File: src/rtl/pong_telemetry_tx_pkg.sv
// ---------------------------------------------------------------------------
// pong_pkg
// Shared constants and types for the pong host link (telemetry transmitter
// and the UART receive path in the input bridge).
//   SYNC_BYTE     : packet header byte
//   PKT_LEN       : bytes per status packet
//   GAME_OVER_BIT : flag position of game_over in the flags byte
//   STARTUP_BIT   : flag position of game_startup in the flags byte
//   FRAME_BITS    : serial bits per byte frame (start + 8 data + stop)
//   clks_per_bit(): clock cycles per serial bit (integer truncation)
// ---------------------------------------------------------------------------
package pong_pkg;

   localparam logic [7:0] SYNC_BYTE     = 8'hA5;
   localparam int         PKT_LEN       = 4;
   localparam int         GAME_OVER_BIT = 0;
   localparam int         STARTUP_BIT   = 1;
   localparam int         SCORE_W       = 4;
   localparam int         FRAME_BITS    = 10;

   // Packed in the same order the status vector is specified:
   // {score_p1, score_p2, game_over, game_startup}
   typedef struct packed {
      logic [SCORE_W-1:0] score_p1;
      logic [SCORE_W-1:0] score_p2;
      logic               game_over;
      logic               game_startup;
   } status_t;

   typedef enum logic [1:0] {
      ST_IDLE = 2'd0,
      ST_SEND = 2'd1,
      ST_DONE = 2'd2
   } tx_state_t;

   function automatic int clks_per_bit(input int clk_freq, input int baud);
      return clk_freq / baud;
   endfunction

endpackage

File: src/rtl/pong_telemetry_tx_if.sv
// ---------------------------------------------------------------------------
// pong_telemetry_tx_if
// Game-state inputs and serial/status outputs of the telemetry transmitter.
//   score_p1, score_p2 : player scores (0-15)
//   game_over          : game-over flag
//   game_startup       : start-menu/startup flag
//   force_send         : single-cycle request for a packet
//   uart_tx            : serial line, idle high
//   busy               : packet in progress
//   pkt_sent           : one-cycle pulse when a packet finishes
// master drives the game state (game logic / bench), slave is the transmitter.
// ---------------------------------------------------------------------------
interface pong_telemetry_tx_if;
   import pong_pkg::*;

   logic [SCORE_W-1:0] score_p1;
   logic [SCORE_W-1:0] score_p2;
   logic               game_over;
   logic               game_startup;
   logic               force_send;
   logic               uart_tx;
   logic               busy;
   logic               pkt_sent;

   modport master (
      output score_p1, score_p2, game_over, game_startup, force_send,
      input  uart_tx, busy, pkt_sent
   );

   modport slave (
      input  score_p1, score_p2, game_over, game_startup, force_send,
      output uart_tx, busy, pkt_sent
   );

endinterface

File: src/rtl/pong_telemetry_tx_uart_tx_byte.sv
// ---------------------------------------------------------------------------
// uart_tx_byte
// 8N1 byte serialiser. Accepts a byte on valid&&ready and shifts it out LSB
// first framed by a start bit (0) and a stop bit (1), each bit held for
// CLKS_PER_BIT cycles.
//   clk   : system clock
//   rst   : asynchronous active-low reset
//   data  : byte to send, sampled on valid&&ready
//   valid : data is available
//   ready : high when idle and in the last cycle of a stop bit, so a byte
//           offered then starts immediately with no gap
//   tx    : serial output, idle high
// ---------------------------------------------------------------------------
module uart_tx_byte
   import pong_pkg::*;
#(
   parameter int CLKS_PER_BIT = 434
) (
   input  logic       clk,
   input  logic       rst,
   input  logic [7:0] data,
   input  logic       valid,
   output logic       ready,
   output logic       tx
);

   localparam int             CNT_W    = (CLKS_PER_BIT > 1) ? $clog2(CLKS_PER_BIT) : 1;
   localparam logic [CNT_W-1:0] CNT_LAST = CNT_W'(CLKS_PER_BIT - 1);
   localparam logic [3:0]     STOP_IDX = 4'(FRAME_BITS - 1);

   logic             active;
   logic [CNT_W-1:0] baud_cnt;
   logic [3:0]       bit_idx;   // 0 = start, 1..8 = data, 9 = stop
   logic [7:0]       shreg;
   logic             tx_r;
   logic             bit_end;
   logic             frame_end;
   logic             load;

   assign bit_end   = active && (baud_cnt == CNT_LAST);
   assign frame_end = bit_end && (bit_idx == STOP_IDX);
   assign ready     = !active || frame_end;
   assign load      = valid && ready;
   assign tx        = tx_r;

   always_ff @(posedge clk or negedge rst) begin
      if (!rst) begin
         active   <= 1'b0;
         baud_cnt <= '0;
         bit_idx  <= '0;
         tx_r     <= 1'b1;
      end else if (load) begin
         active   <= 1'b1;
         baud_cnt <= '0;
         bit_idx  <= '0;
         tx_r     <= 1'b0;
      end else if (frame_end) begin
         active   <= 1'b0;
         baud_cnt <= '0;
         bit_idx  <= '0;
         tx_r     <= 1'b1;
      end else if (bit_end) begin
         baud_cnt <= '0;
         bit_idx  <= bit_idx + 4'd1;
         // After data bit 7 the next bit is the stop bit
         tx_r     <= (bit_idx < 4'd8) ? shreg[0] : 1'b1;
      end else if (active) begin
         baud_cnt <= baud_cnt + CNT_W'(1);
      end
   end

   // Data shifter: no reset needed, contents only matter once loaded
   always_ff @(posedge clk) begin
      if (load) begin
         shreg <= data;
      end else if (bit_end && (bit_idx < 4'd8)) begin
         shreg <= {1'b0, shreg[7:1]};
      end
   end

endmodule

File: src/rtl/pong_telemetry_tx.sv
// ---------------------------------------------------------------------------
// pong_telemetry_tx
// Host-bound UART telemetry. Sends a 4-byte status packet
//   {SYNC_BYTE, {score_p1,score_p2}, flags, xor-checksum}
// whenever the registered game state differs from the last packet sent, or
// when force_send was pulsed. Triggers arriving mid-packet collapse into a
// single follow-up packet carrying the values current when it starts.
//   clk : system clock
//   rst : asynchronous active-low reset
//   bus : slave side of pong_telemetry_tx_if (game state in, uart_tx/busy/
//         pkt_sent out)
// ---------------------------------------------------------------------------
module pong_telemetry_tx
   import pong_pkg::*;
#(
   parameter int         CLK_FREQ     = 50_000_000,
   parameter int         BAUD         = 115200,
   parameter int         CLKS_PER_BIT = clks_per_bit(CLK_FREQ, BAUD),
   parameter logic [7:0] SYNC_BYTE    = pong_pkg::SYNC_BYTE
) (
   input  logic                clk,
   input  logic                rst,
   pong_telemetry_tx_if.slave  bus
);

   localparam logic [2:0] LAST_IDX = 3'(PKT_LEN);

   status_t   status_in;
   status_t   status_p1;
   status_t   last_sent;
   status_t   pkt_status;
   logic      force_p1;
   logic      pending;
   logic      trigger;
   logic      go;
   logic [2:0] byte_idx;     // next byte to hand over; LAST_IDX = all handed
   tx_state_t state;
   tx_state_t state_nxt;
   logic      tx_valid;
   logic      tx_ready;
   logic [7:0] tx_data;
   logic      tx_line;

   function automatic logic [7:0] pkt_byte(input status_t s, input logic [1:0] idx);
      logic [7:0] b1;
      logic [7:0] b2;
      b1                = {s.score_p1, s.score_p2};
      b2                = '0;
      b2[GAME_OVER_BIT] = s.game_over;
      b2[STARTUP_BIT]   = s.game_startup;
      case (idx)
         2'd0:    pkt_byte = SYNC_BYTE;
         2'd1:    pkt_byte = b1;
         2'd2:    pkt_byte = b2;
         default: pkt_byte = SYNC_BYTE ^ b1 ^ b2;
      endcase
   endfunction

   assign status_in = {bus.score_p1, bus.score_p2, bus.game_over, bus.game_startup};
   assign trigger   = (status_p1 != last_sent) || force_p1;
   assign go        = (state == ST_IDLE) && (trigger || pending) && tx_ready;

   // Stage p1: registered status and force request
   always_ff @(posedge clk or negedge rst) begin
      if (!rst) begin
         status_p1 <= '0;
         force_p1  <= 1'b0;
      end else begin
         status_p1 <= status_in;
         force_p1  <= bus.force_send;
      end
   end

   always_ff @(posedge clk or negedge rst) begin
      if (!rst) begin
         state     <= ST_IDLE;
         last_sent <= '0;
         pending   <= 1'b0;
         byte_idx  <= '0;
      end else begin
         state <= state_nxt;
         if (go) begin
            last_sent <= status_p1;
            pending   <= 1'b0;
            byte_idx  <= 3'd1;   // B0 is handed over on the leaving edge
         end else begin
            if ((state != ST_IDLE) && trigger) begin
               pending <= 1'b1;
            end
            if ((state == ST_SEND) && tx_valid && tx_ready) begin
               byte_idx <= byte_idx + 3'd1;
            end else if (state == ST_DONE) begin
               byte_idx <= '0;
            end
         end
      end
   end

   // Packet buffer: frozen for the whole packet, so later input changes
   // cannot leak into a packet in flight
   always_ff @(posedge clk) begin
      if (go) begin
         pkt_status <= status_p1;
      end
   end

   always_comb begin
      state_nxt = state;
      tx_valid  = 1'b0;
      tx_data   = pkt_byte(pkt_status, byte_idx[1:0]);
      case (state)
         ST_IDLE: begin
            // B0 is the constant header, so it can go out on the very edge
            // that latches the snapshot
            tx_data = SYNC_BYTE;
            if ((trigger || pending) && tx_ready) begin
               tx_valid  = 1'b1;
               state_nxt = ST_SEND;
            end
         end
         ST_SEND: begin
            if (byte_idx != LAST_IDX) begin
               tx_valid = 1'b1;
            end else if (tx_ready) begin
               state_nxt = ST_DONE;
            end
         end
         ST_DONE: state_nxt = ST_IDLE;
         default: state_nxt = ST_IDLE;
      endcase
   end

   uart_tx_byte #(
      .CLKS_PER_BIT (CLKS_PER_BIT)
   ) u_byte (
      .clk   (clk),
      .rst   (rst),
      .data  (tx_data),
      .valid (tx_valid),
      .ready (tx_ready),
      .tx    (tx_line)
   );

   assign bus.uart_tx  = tx_line;
   assign bus.busy     = (state == ST_SEND);
   assign bus.pkt_sent = (state == ST_DONE);

endmodule

File: src/flat_wrapper.sv
// flat-port wrapper written by rule: the top's interface ports become plain ports
module pong_telemetry_tx_flat import pong_pkg::*;
#(
   parameter int         CLK_FREQ     = 50_000_000,
   parameter int         BAUD         = 115200,
   parameter int         CLKS_PER_BIT = clks_per_bit(CLK_FREQ, BAUD),
   parameter logic [7:0] SYNC_BYTE    = pong_pkg::SYNC_BYTE
)
  (clk, rst, bus_score_p1, bus_score_p2, bus_game_over, bus_game_startup, bus_force_send, bus_uart_tx, bus_busy, bus_pkt_sent);
  pong_telemetry_tx_if bus_i ();
  input  logic clk;
  input  logic rst;
  input wire logic [$bits(bus_i.score_p1)-1:0] bus_score_p1;
  input wire logic [$bits(bus_i.score_p2)-1:0] bus_score_p2;
  input wire logic [$bits(bus_i.game_over)-1:0] bus_game_over;
  input wire logic [$bits(bus_i.game_startup)-1:0] bus_game_startup;
  input wire logic [$bits(bus_i.force_send)-1:0] bus_force_send;
  output wire logic [$bits(bus_i.uart_tx)-1:0] bus_uart_tx;
  output wire logic [$bits(bus_i.busy)-1:0] bus_busy;
  output wire logic [$bits(bus_i.pkt_sent)-1:0] bus_pkt_sent;
  assign bus_i.score_p1 = bus_score_p1;
  assign bus_i.score_p2 = bus_score_p2;
  assign bus_i.game_over = bus_game_over;
  assign bus_i.game_startup = bus_game_startup;
  assign bus_i.force_send = bus_force_send;
  assign bus_uart_tx = bus_i.uart_tx;
  assign bus_busy = bus_i.busy;
  assign bus_pkt_sent = bus_i.pkt_sent;
  pong_telemetry_tx #(.CLK_FREQ(CLK_FREQ), .BAUD(BAUD), .CLKS_PER_BIT(CLKS_PER_BIT), .SYNC_BYTE(SYNC_BYTE)) u_core (.clk(clk), .rst(rst), .bus(bus_i));
endmodule
File: config.mk
export PLATFORM = sky130hd
export DESIGN_NAME = pong_telemetry_tx_flat
export DESIGN_NICKNAME = d
export VERILOG_FILES = /design/src/rtl/pong_telemetry_tx_pkg.sv /design/src/rtl/pong_telemetry_tx_if.sv /design/src/rtl/pong_telemetry_tx_uart_tx_byte.sv /design/src/rtl/pong_telemetry_tx.sv /design/src/flat_wrapper.sv
export SDC_FILE = /design/constraint.sdc
export NUM_CORES = 1
export LEC_CHECK = 0
export CAP_MARGIN = 20
export CORE_ASPECT_RATIO = 0.5
export CORE_MARGIN = 4
export CORE_UTILIZATION = 55
export CTS_CLUSTER_DIAMETER = 80
export DETAILED_ROUTE_END_ITERATION = 6
export PLACE_DENSITY = 0.74
export SYNTH_ARGS = -nofsm -noshare
export SYNTH_HDL_FRONTEND = slang
export SYNTH_SLANG_ARGS = --single-unit
File: constraint.sdc
create_clock -name clk -period 8.55 [get_ports clk]
set_clock_uncertainty 0.2 [all_clocks]
set_input_delay 1.2825 -clock clk [delete_from_list [all_inputs] [get_ports clk]]
set_output_delay 1.2825 -clock clk [all_outputs]
set_load 0.02 [all_outputs]
Word level (Yosys, flattened, before mapping). Index checks and enable logic that the tools add are counted.

Eq/ne operators: 11. Bitwise gates (word level): 2. Order comparisons: 1. Muxes and demuxes: 29. $add $sub $neg: 3. Reductions and logical operators: 24.

Operators with widths (number): 9-bit 2-to-1 mux (4); 8-bit 2-to-1 mux (3); 8-bit case mux with 3 select lines (1); 4-bit 2-to-1 mux (3); 1-bit logical AND (10); 1-bit 2-to-1 mux (10); 10-bit != test (1); 9-bit by 1-bit adder with 9-bit output (second input constant) (1); 9-bit == test (second input constant) (1); 3-bit 2-to-1 mux (3); 2-bit nonzero test (4); 8-bit by 2-bit bitwise XOR with 8-bit output (1); 2-bit 2-to-1 mux (3); 3-bit nonzero test (2); 4-bit by 1-bit adder with 4-bit output (second input constant) (1); 2-bit by 1-bit == test with 1-bit output (second input constant) (2); 2-bit == test (second input constant) (2); 4-bit == test (second input constant) (1); 2-bit logical NOT (2); 4-bit less-than comparator (second input constant) (1); 2-bit != test (second input constant) (2); 4-bit inverter (1); 2-bit case mux with 2 select lines (1); 4-bit nonzero test (1); other kinds (7) (9).

Input port bits: 13. Bits in registers: 60. Output and inout port bits: 3. Logic and storage cells: 91.

Longest topological paths before layout. Gate-level depths: netlist of the first run.

Depth in word-level cells: 11. Gate-level depth with buffers: 9. Gate-level depth less buffers: 7.

Hierarchy. Synthesis of the first run repeated with hierarchy kept, for this count alone.

Cells, all modules: 227. Area, all modules: 2829.0 um2.

By module, submodules not included: pong_telemetry_tx (instances 1, seq. area each 975.9 um2, cells an instance 118, area each 1602.8 um2); uart_tx_byte (instances 1, seq. area each 616.8 um2, cells an instance 109, area each 1226.2 um2).

Worst setup path after synthesis of the first run. No wires, ideal clock.

Path kind: reg-to-reg. Start point: reg u_core.u_byte.baud_cnt[1]. End point: reg u_core.u_byte.shreg[0] (enable). Stages on the path, launching flop included: 9. Period minus slack after synthesis: 2.704 ns. Data arrival time: 2.128 ns. Data required time: 7.974 ns. Setup slack: 5.846 ns. Library setup time: 0.376 ns. Buffers on the path: 2. Cells stage by stage: dfrtp_1 -> inv_1 -> ha_1 -> and4_1 -> a41oi_4 -> or3_1 -> buf_6 -> buf_12 -> o22ai_1.

Longest elaborated chain between the ends: 9. Elaborated cells on any way between the ends: 10. Those cells by class: eq/ne: 1; mux: 2; reduce/logical: 7.

Ends and longest elaborated chain: start: declaration (RTL line pong_telemetry_tx_uart_tx_byte.sv:32) `logic [CNT_W-1:0] baud_cnt;`; start signal: assignment (RTL line pong_telemetry_tx_uart_tx_byte.sv:68) `baud_cnt <= baud_cnt + CNT_W'(1);`; 9-bit == test (*) (RTL line pong_telemetry_tx_uart_tx_byte.sv:40) `assign bit_end = active && (baud_cnt == CNT_LAST);`; 1-bit logical AND (*) (RTL line pong_telemetry_tx_uart_tx_byte.sv:40); 1-bit logical AND (RTL line pong_telemetry_tx_uart_tx_byte.sv:41) `assign frame_end = bit_end && (bit_idx == STOP_IDX);`; 1-bit logical OR (RTL line pong_telemetry_tx_uart_tx_byte.sv:42) `assign ready = !active || frame_end;`; 1-bit logical AND (RTL line pong_telemetry_tx.sv:116) `if ((trigger || pending) && tx_ready) begin`; 1-bit 2-to-1 mux (RTL line pong_telemetry_tx.sv:116); 1-bit case mux with 2 select lines (RTL line pong_telemetry_tx.sv:111) `case (state)`; 1-bit logical AND (RTL line pong_telemetry_tx_uart_tx_byte.sv:43) `assign load = valid && ready;`; 2-bit nonzero test (no line) (*); end signal: assignment (RTL line pong_telemetry_tx_uart_tx_byte.sv:75) `shreg <= data;`; end signal: assignment (RTL line pong_telemetry_tx_uart_tx_byte.sv:77) `shreg <= {1'b0, shreg[7:1]};`; end: declaration (RTL line pong_telemetry_tx_uart_tx_byte.sv:34) `logic [7:0] shreg;`.

Every way passes the cells marked *; elsewhere a longest branch is shown, timed or not. A chain may end at the register's enable or synchronous reset.

Worst setup path in the final report of the first run.
Start point: reg u_core.state[0]. End point: out bus_busy.

Longest elaborated chain between the ends: 1.

Ends and longest elaborated chain: start: declaration (RTL line pong_telemetry_tx.sv:37) `tx_state_t state;`; start signal: assignment (RTL line pong_telemetry_tx.sv:81) `state <= state_nxt;`; 2-bit by 1-bit == test with 1-bit output (RTL line pong_telemetry_tx.sv:145) `assign bus.busy = (state == ST_SEND);`; end: declaration (RTL line flat_wrapper.sv:19) `output wire logic [$bits(bus_i.busy)-1:0] bus_busy;`.

Every way passes these cells.

==> summary.txt, run 1 <==
Synth async-reset ratio - 70.0%
Max-slew headroom - 38.0%
Min Tclk post-route - 3330 ps
Final number of setup-violating endpoints - 0
CP startpoint kind - flip-flop
Cell Pwr Density - 185 nW/um^2
Cell family with most CP delay - buffers and inverters
Critical Path RT - 7070 ps
Core ar. - 5040 um^2
CP Launch Point - u_core.state[0]
Drt pass-1 iters - 4
Flop-to-flop setup slack - 5360 ps
Flops & latches, synth - 60
Gr usage total - 17.2%
Fill count - 395
Clock Latency Late Sink - 340 ps
GRT overflow - 0
Max Fanout on Critical Path - 13
First-pass GRT wire length - 8800 um
Area Growth Syn to Fin - 12.8%
CTS root buf - clkbuf_8
Cells after DPL - 317
Unique masters post-synth - 55
Vias in the first global route - 1888
Hold_buf cts - 0
Critical-path top delay cell - dfrtp_1
# resized after CTS - 0
Part of the power in combinational logic - 5.9%
R2r startpoint - u_core.u_byte.baud_cnt[1]
Share of cells above drive strength 1 - 17.1%
Antenna-violating nets left - 0
Fin Setup TNS - 0 ps
Commonest non-fill, non-tap cell in the layout - dfrtp_1
Total wire length - 5180 um
DIE WIDTH - 111 um
Post-CTS Setup Inserts - 0
Fin cells - 333
Die H - 59.7 um
Drt wl/cell - 15.5 um
Most frequent cells in the layout - dfrtp_1, edfxtp_1, nor2_1, clkdlybuf4s50_1, inv_1
Crit end category - output pin
Worst Hold Class - flip-flop to flip-flop
VDD IR max - 0.123 mV
RePlAce Congestion - 0.853
Net Sw Power - 0.000150 W
Top Ports - 16
RSZ-0062 raised after global routing - false
Register area share after synthesis - 54.2%
Dpl hpwl - 3580 um
Nets@finish - 279
Placed Area - 3120 um^2
Synthesized cell area - 2940 um^2
Final Slew Violations - 0
Initial antenna violation count - 0
Clock buffer count from CTS - 9
Row count - 18
Die ar. - 6650 um^2
Input/output buffers - 15
CP bufs+invs - 2
Max clock buf depth - 2
Crit Path Class - flip-flop to output pin
Sw frac - 24.4%
Worst R2R End - u_core.u_byte.shreg[4]
Seq pwr share - 53.8%
Largest net degree at the start of global routing - 43
Clk slew on worst S/H paths - 70 ps
Reg2Reg Depth - 6
Static leakage - 1.30 nW
Mapped Cells - 240
Remaining DRCs - 0
Routed via count - 1893
Max Cap Viol - 0
Critical path, cell by cell - nand2b_1, inv_1, clkdlybuf4s50_1
Antenna cells - 0
Most common flop cell mapped by yosys - dfrtp_1
Crit-path max cell delay - 630 ps
Initial Utilization - 58.3%
Post-synth EDFFs - 18
Syn Area/Cell - 12.2 um^2
Fmax - 300 MHz
Ys Warns - 0
H-tree levels - 3
Sequential cell area - 1590 um^2
Period utilization - 39.0%
Vias/cell - 5.68
CP endpoint - bus_busy
Fin area - 3310 um^2
Syn_nets - 261
Clock sinks - 60
Stages on worst setup path - 3
DRT iter0 DRCs - 135
Final-report hold violation count - 0
Worst-Margin Slew - 929 ps
Clock power share - 40.3%
Multi-input combinational cell area - 1230 um^2
Internal power of the cells - 0.000465 W
CTS tree - done
Outcome - finished, final reports clean
CP Data Arrival Time - 1850 ps
cell type report:
class                      instances  area share [%]
sequential                        60            48.1
tap                               70            2.64
clock inverter                     6            1.93
multi-input combinational        157            37.2
inverter                          13            1.47
timing repair buffer              17            4.83
clock buffer                      10            3.85
kinds of logic after synthesis:
kind of cell    synth area share, %
compound gates                 14.9
xor+xnor                       3.58
fa+ha+maj                      3.41
buf+inv                        3.83
flops                          54.2
mux                            5.53
simple gates                   14.6
sequential cells by signal, indices dropped and copies added (netlist names):
register and flops:
u_core.u_byte.active 1, u_core.pending 1, u_core.u_byte.shreg 8, u_core.u_byte.baud_cnt 9
u_core.byte_idx 3, u_core.state 2, u_core.pkt_status 10, u_core.u_byte.tx 1
u_core.force_p1 1, u_core.status_p1 10, u_core.last_sent 10, u_core.u_byte.bit_idx 4
worst min path at each step:
stage,from,end,depth (start not counted)
2_1_floorplan,u_core.status_p1[2],u_core.pkt_status[2],0
5_1_grt,u_core.status_p1[7],u_core.pkt_status[7],0
3_3_place_gp,u_core.status_p1[9],u_core.pkt_status[9],0
6_report,u_core.status_p1[3],u_core.pkt_status[3],0
3_5_place_dp,u_core.status_p1[3],u_core.pkt_status[3],0
4_1_cts,u_core.status_p1[3],u_core.pkt_status[3],0
worst reg2reg max path, stage by stage (launching register included):
cell and delay (ps):
dfrtp_1 400, inv_1 80, ha_1 130, and4_1 260, a41oi_4 220, or3_1 770, o22ai_1 750
per-layer routing:
layer	vias to the layer above	wire length [um]	track usage, %
li1	923	-	-
met1	923	2440	22.0
met2	38	2440	27.9
met3	9	212	5.56
met4	0	85	7.11
met5	-	0	0
synth_stat cells, types with 2 or more instances:
library cell   n  area, um^2
a211oi_1       4        30.0
a21oi_1        9        45.0
a31oi_1        2        12.5
and2_1         3        18.8
and3_1         6        37.5
buf_2          2        10.0
clkbuf_1       6        22.5
dfrtp_1       41        1030
edfxtp_1      18         541
ha_1           8         100
inv_1         13        48.8
mux2_1         3        33.8
mux2_2         7        78.8
mux2_4         2        30.0
mux2i_1        2        20.0
nand2_1        7        26.3
nand2b_1       6        37.5
nand3_1        8        40.0
nand3b_1       3        22.5
nand4_1        5        31.3
nor2_1        15        56.3
nor3_1         6        30.0
o211ai_1       3        22.5
o21ai_0        5        25.0
o21ai_2        4        35.0
o221ai_1       6        52.6
o22ai_1        2        12.5
o31ai_2        6        75.1
or3_1          2        12.5
xnor2_1       11        96.3
power groups by stage:
stage	Sequential (W)	Clock, W	Combinational [W]
final	0.000330	0.000248	0.0000364
after detailed placement	0.000336	0	0.0000369
after global routing	0.000332	0.000269	0.0000408
after global placement	0.000334	0	0.0000346
after CTS	0.000330	0.000256	0.0000371
after floorplan	0.000330	0	0.0000242
through the flow:
stage	worst slack, ps	util, %	total power (W)	hold slack, ps
after global routing	5120	65.7	0.000642	316
after CTS	5220	65.7	0.000623	295
final	5220	65.7	0.000614	296
after detailed placement	5380	61.9	0.000373	277
after global placement	5500	61.9	0.000369	265
after floorplan	5850	-	0.000355	262
No activity file was read; power rests on OpenSTA's default activity.
==> run 2: changes to the inputs <==
Clock period 8.55 ns to 3.1 ns, I/O delays scaled along.
==> run 2 against run 1 <==
- clock power increased to 2.7 times the previous value
- total power grew to 2.7 times the previous value
- routed wire length decreased by 0.70%
- highest routed layer unchanged
- via count rose by 0.53%
==> summary.txt, run 2 (synthesis gave the netlist of run 1 again) <==
Largest regs - u_core.last_sent: 10 flops, u_core.pkt_status: 10 flops, u_core.status_p1: 10 flops
Drt pass-1 iters - 4 (unchanged)
Worst-Margin Slew - 912 ps (-17.7 ps)
H-tree levels - 3 (unchanged)
First-pass GRT wire length - 9030 um (+2.6%)
Gr usage total - 17.7% (+0.44 points)
Max clock buf depth - 2 (unchanged)
Dpl hpwl - 3600 um (+0.65%)
Clk slew on worst S/H paths - 70 ps (about the same)
Crit end category - flip-flop
Fin Setup TNS - 0 ps (unchanged)
Min Tclk post-route - 2770 ps
Initial Utilization - 58.3% (unchanged)
Critical Path RT - 2990 ps (-4080 ps)
Reg2Reg Depth - 5 (-1)
Vias/cell - 5.66 (-0.37%)
Commonest non-fill, non-tap cell in the layout - dfrtp_1
Clock buffer count from CTS - 9 (unchanged)
Area Growth Syn to Fin - 13.5%
Routed via count - 1903 (+0.53%)
Die H - 59.7 um (unchanged)
Antenna-violating nets left - 0 (unchanged)
Hold_buf cts - 0 (unchanged)
Period utilization - 89.4%
Cell Pwr Density - 505 nW/um^2 (+170%)
CTS root buf - clkbuf_8
Largest net degree at the start of global routing - 43 (unchanged)
DRT iter0 DRCs - 110 (-19%)
GRT overflow - 0 (unchanged)
Total wire length - 5140 um (-0.70%)
Core ar. - 5040 um^2 (unchanged)
Post-CTS Setup Inserts - 0 (unchanged)
RePlAce Congestion - 0.827 (-3.0%)
Worst Hold Class - primary input to async pin
Final Slew Violations - 0 (unchanged)
Flop-to-flop setup slack - 330 ps (-5030 ps)
Nets@finish - 282 (+1.1%)
Fmax - 361 MHz
Die ar. - 6650 um^2 (unchanged)
Worst R2R End - u_core.u_byte.shreg[0]
R2r startpoint - u_core.u_byte.baud_cnt[2]
Clock Latency Late Sink - 330 ps (about the same)
Row count - 18 (unchanged)
Max Fanout on Critical Path - 10 (-3)
Most frequent cells in the layout - dfrtp_1, edfxtp_1, nor2_1, clkdlybuf4s50_1, inv_1
DIE WIDTH - 111 um (unchanged)
Input/output buffers - 15 (unchanged)
Antenna cells - 0 (unchanged)
RSZ-0062 raised after global routing - false
# resized after CTS - 0 (unchanged)
Power Total - 0.00169 W (+170%)
Max Cap Viol - 0 (unchanged)
CP startpoint kind - flip-flop
VDD IR max - 0.331 mV (+170%)
Max-slew headroom - 39.2% (+1.2 points)
CTS tree - done
Final number of setup-violating endpoints - 0 (unchanged)
Share of cells above drive strength 1 - 18.0% (+0.93 points)
Static leakage - 1.31 nW (+1.2%)
Remaining DRCs - 0 (unchanged)
Initial antenna violation count - 0 (unchanged)
Crit Path Class - flip-flop to flip-flop
CP Data Arrival Time - 2660 ps (+810 ps)
Top Ports - 16 (unchanged)
Fill count - 394 (-0.25%)
Vias in the first global route - 1887 (-0.053%)
Outcome - finished, final reports clean
Drt wl/cell - 15.3 um (-1.6%)
Clock sinks - 60 (unchanged)
Final-report hold violation count - 0 (unchanged)
run 2: cell count changes in the layout (fill, tap and decap cells not counted), sizes merged:
cell | before | now
buf | 3 | 6
run 2: critical path: stages (launching register included):
cell and delay, ps:
dfrtp_1 440, nor4b_4 410, a41oi_4 250, or3_1 650, nor2_8 250, mux2_4 320
run 2: layout make-up:
type | instances | area, um^2 | share of cell area (%)
flip-flops and latches | 60 | 1590 | 47.7
multi-input cells | 157 | 1230 | 37.0
repair buffers | 20 | 183 | 5.47
clock buffers | 10 | 128 | 3.82
well taps | 70 | 87.6 | 2.62
clock inverters | 6 | 63.8 | 1.91
inverters | 13 | 48.8 | 1.46
run 2: report_power, final:
| part | switching, W | internal [W] | total (W) |
|---|---|---|---|
| logic | 0.0000441 | 0.0000543 | 0.0000984 |
| registers | 0.0000545 | 0.000857 | 0.000912 |
| clock network | 0.000307 | 0.000370 | 0.000676 |
| total | 0.000405 | 0.00128 | 0.00169 |
run 2: worst max path at each step:
stage	cells past startpoint	endpoint	slack [ps]	start
finish	5	u_core.u_byte.shreg[0]	330	u_core.u_byte.baud_cnt[2]
CTS	5	u_core.u_byte.shreg[0]	340	u_core.u_byte.baud_cnt[2]
floorplan	8	u_core.u_byte.shreg[0]	400	u_core.u_byte.baud_cnt[1]
global route	7	u_core.u_byte.shreg[0]	220	u_core.u_byte.bit_idx[1]
detailed placement	5	u_core.u_byte.shreg[0]	370	u_core.u_byte.baud_cnt[2]
global placement	5	u_core.u_byte.shreg[0]	430	u_core.u_byte.baud_cnt[2]
run 2: stage by stage:
step	std cells	hold slack [ps]	util, %	worst slack [ps]	instance area, um^2
after floorplan	240	-30.6	-	396	2940
after global placement	320	267	62.4	429	3150
after detailed placement	320	279	62.4	374	3150
after CTS	336	83.2	66.1	338	3340
after global routing	336	126	66.1	222	3340
final	336	60.0	66.1	328	3340
run 2: per-layer routing:
layer / wire, um / GRT usage (%) / share of wire [%] / vias up
li1: - / - / - / 925
met1: 2470 / 22.6 / 48 / 923
met2: 2340 / 27.6 / 45 / 44
met3: 254 / 6.47 / 4.9 / 11
met4: 80 / 7.97 / 1.6 / 0
met5: 0 / 0 / 0 / -
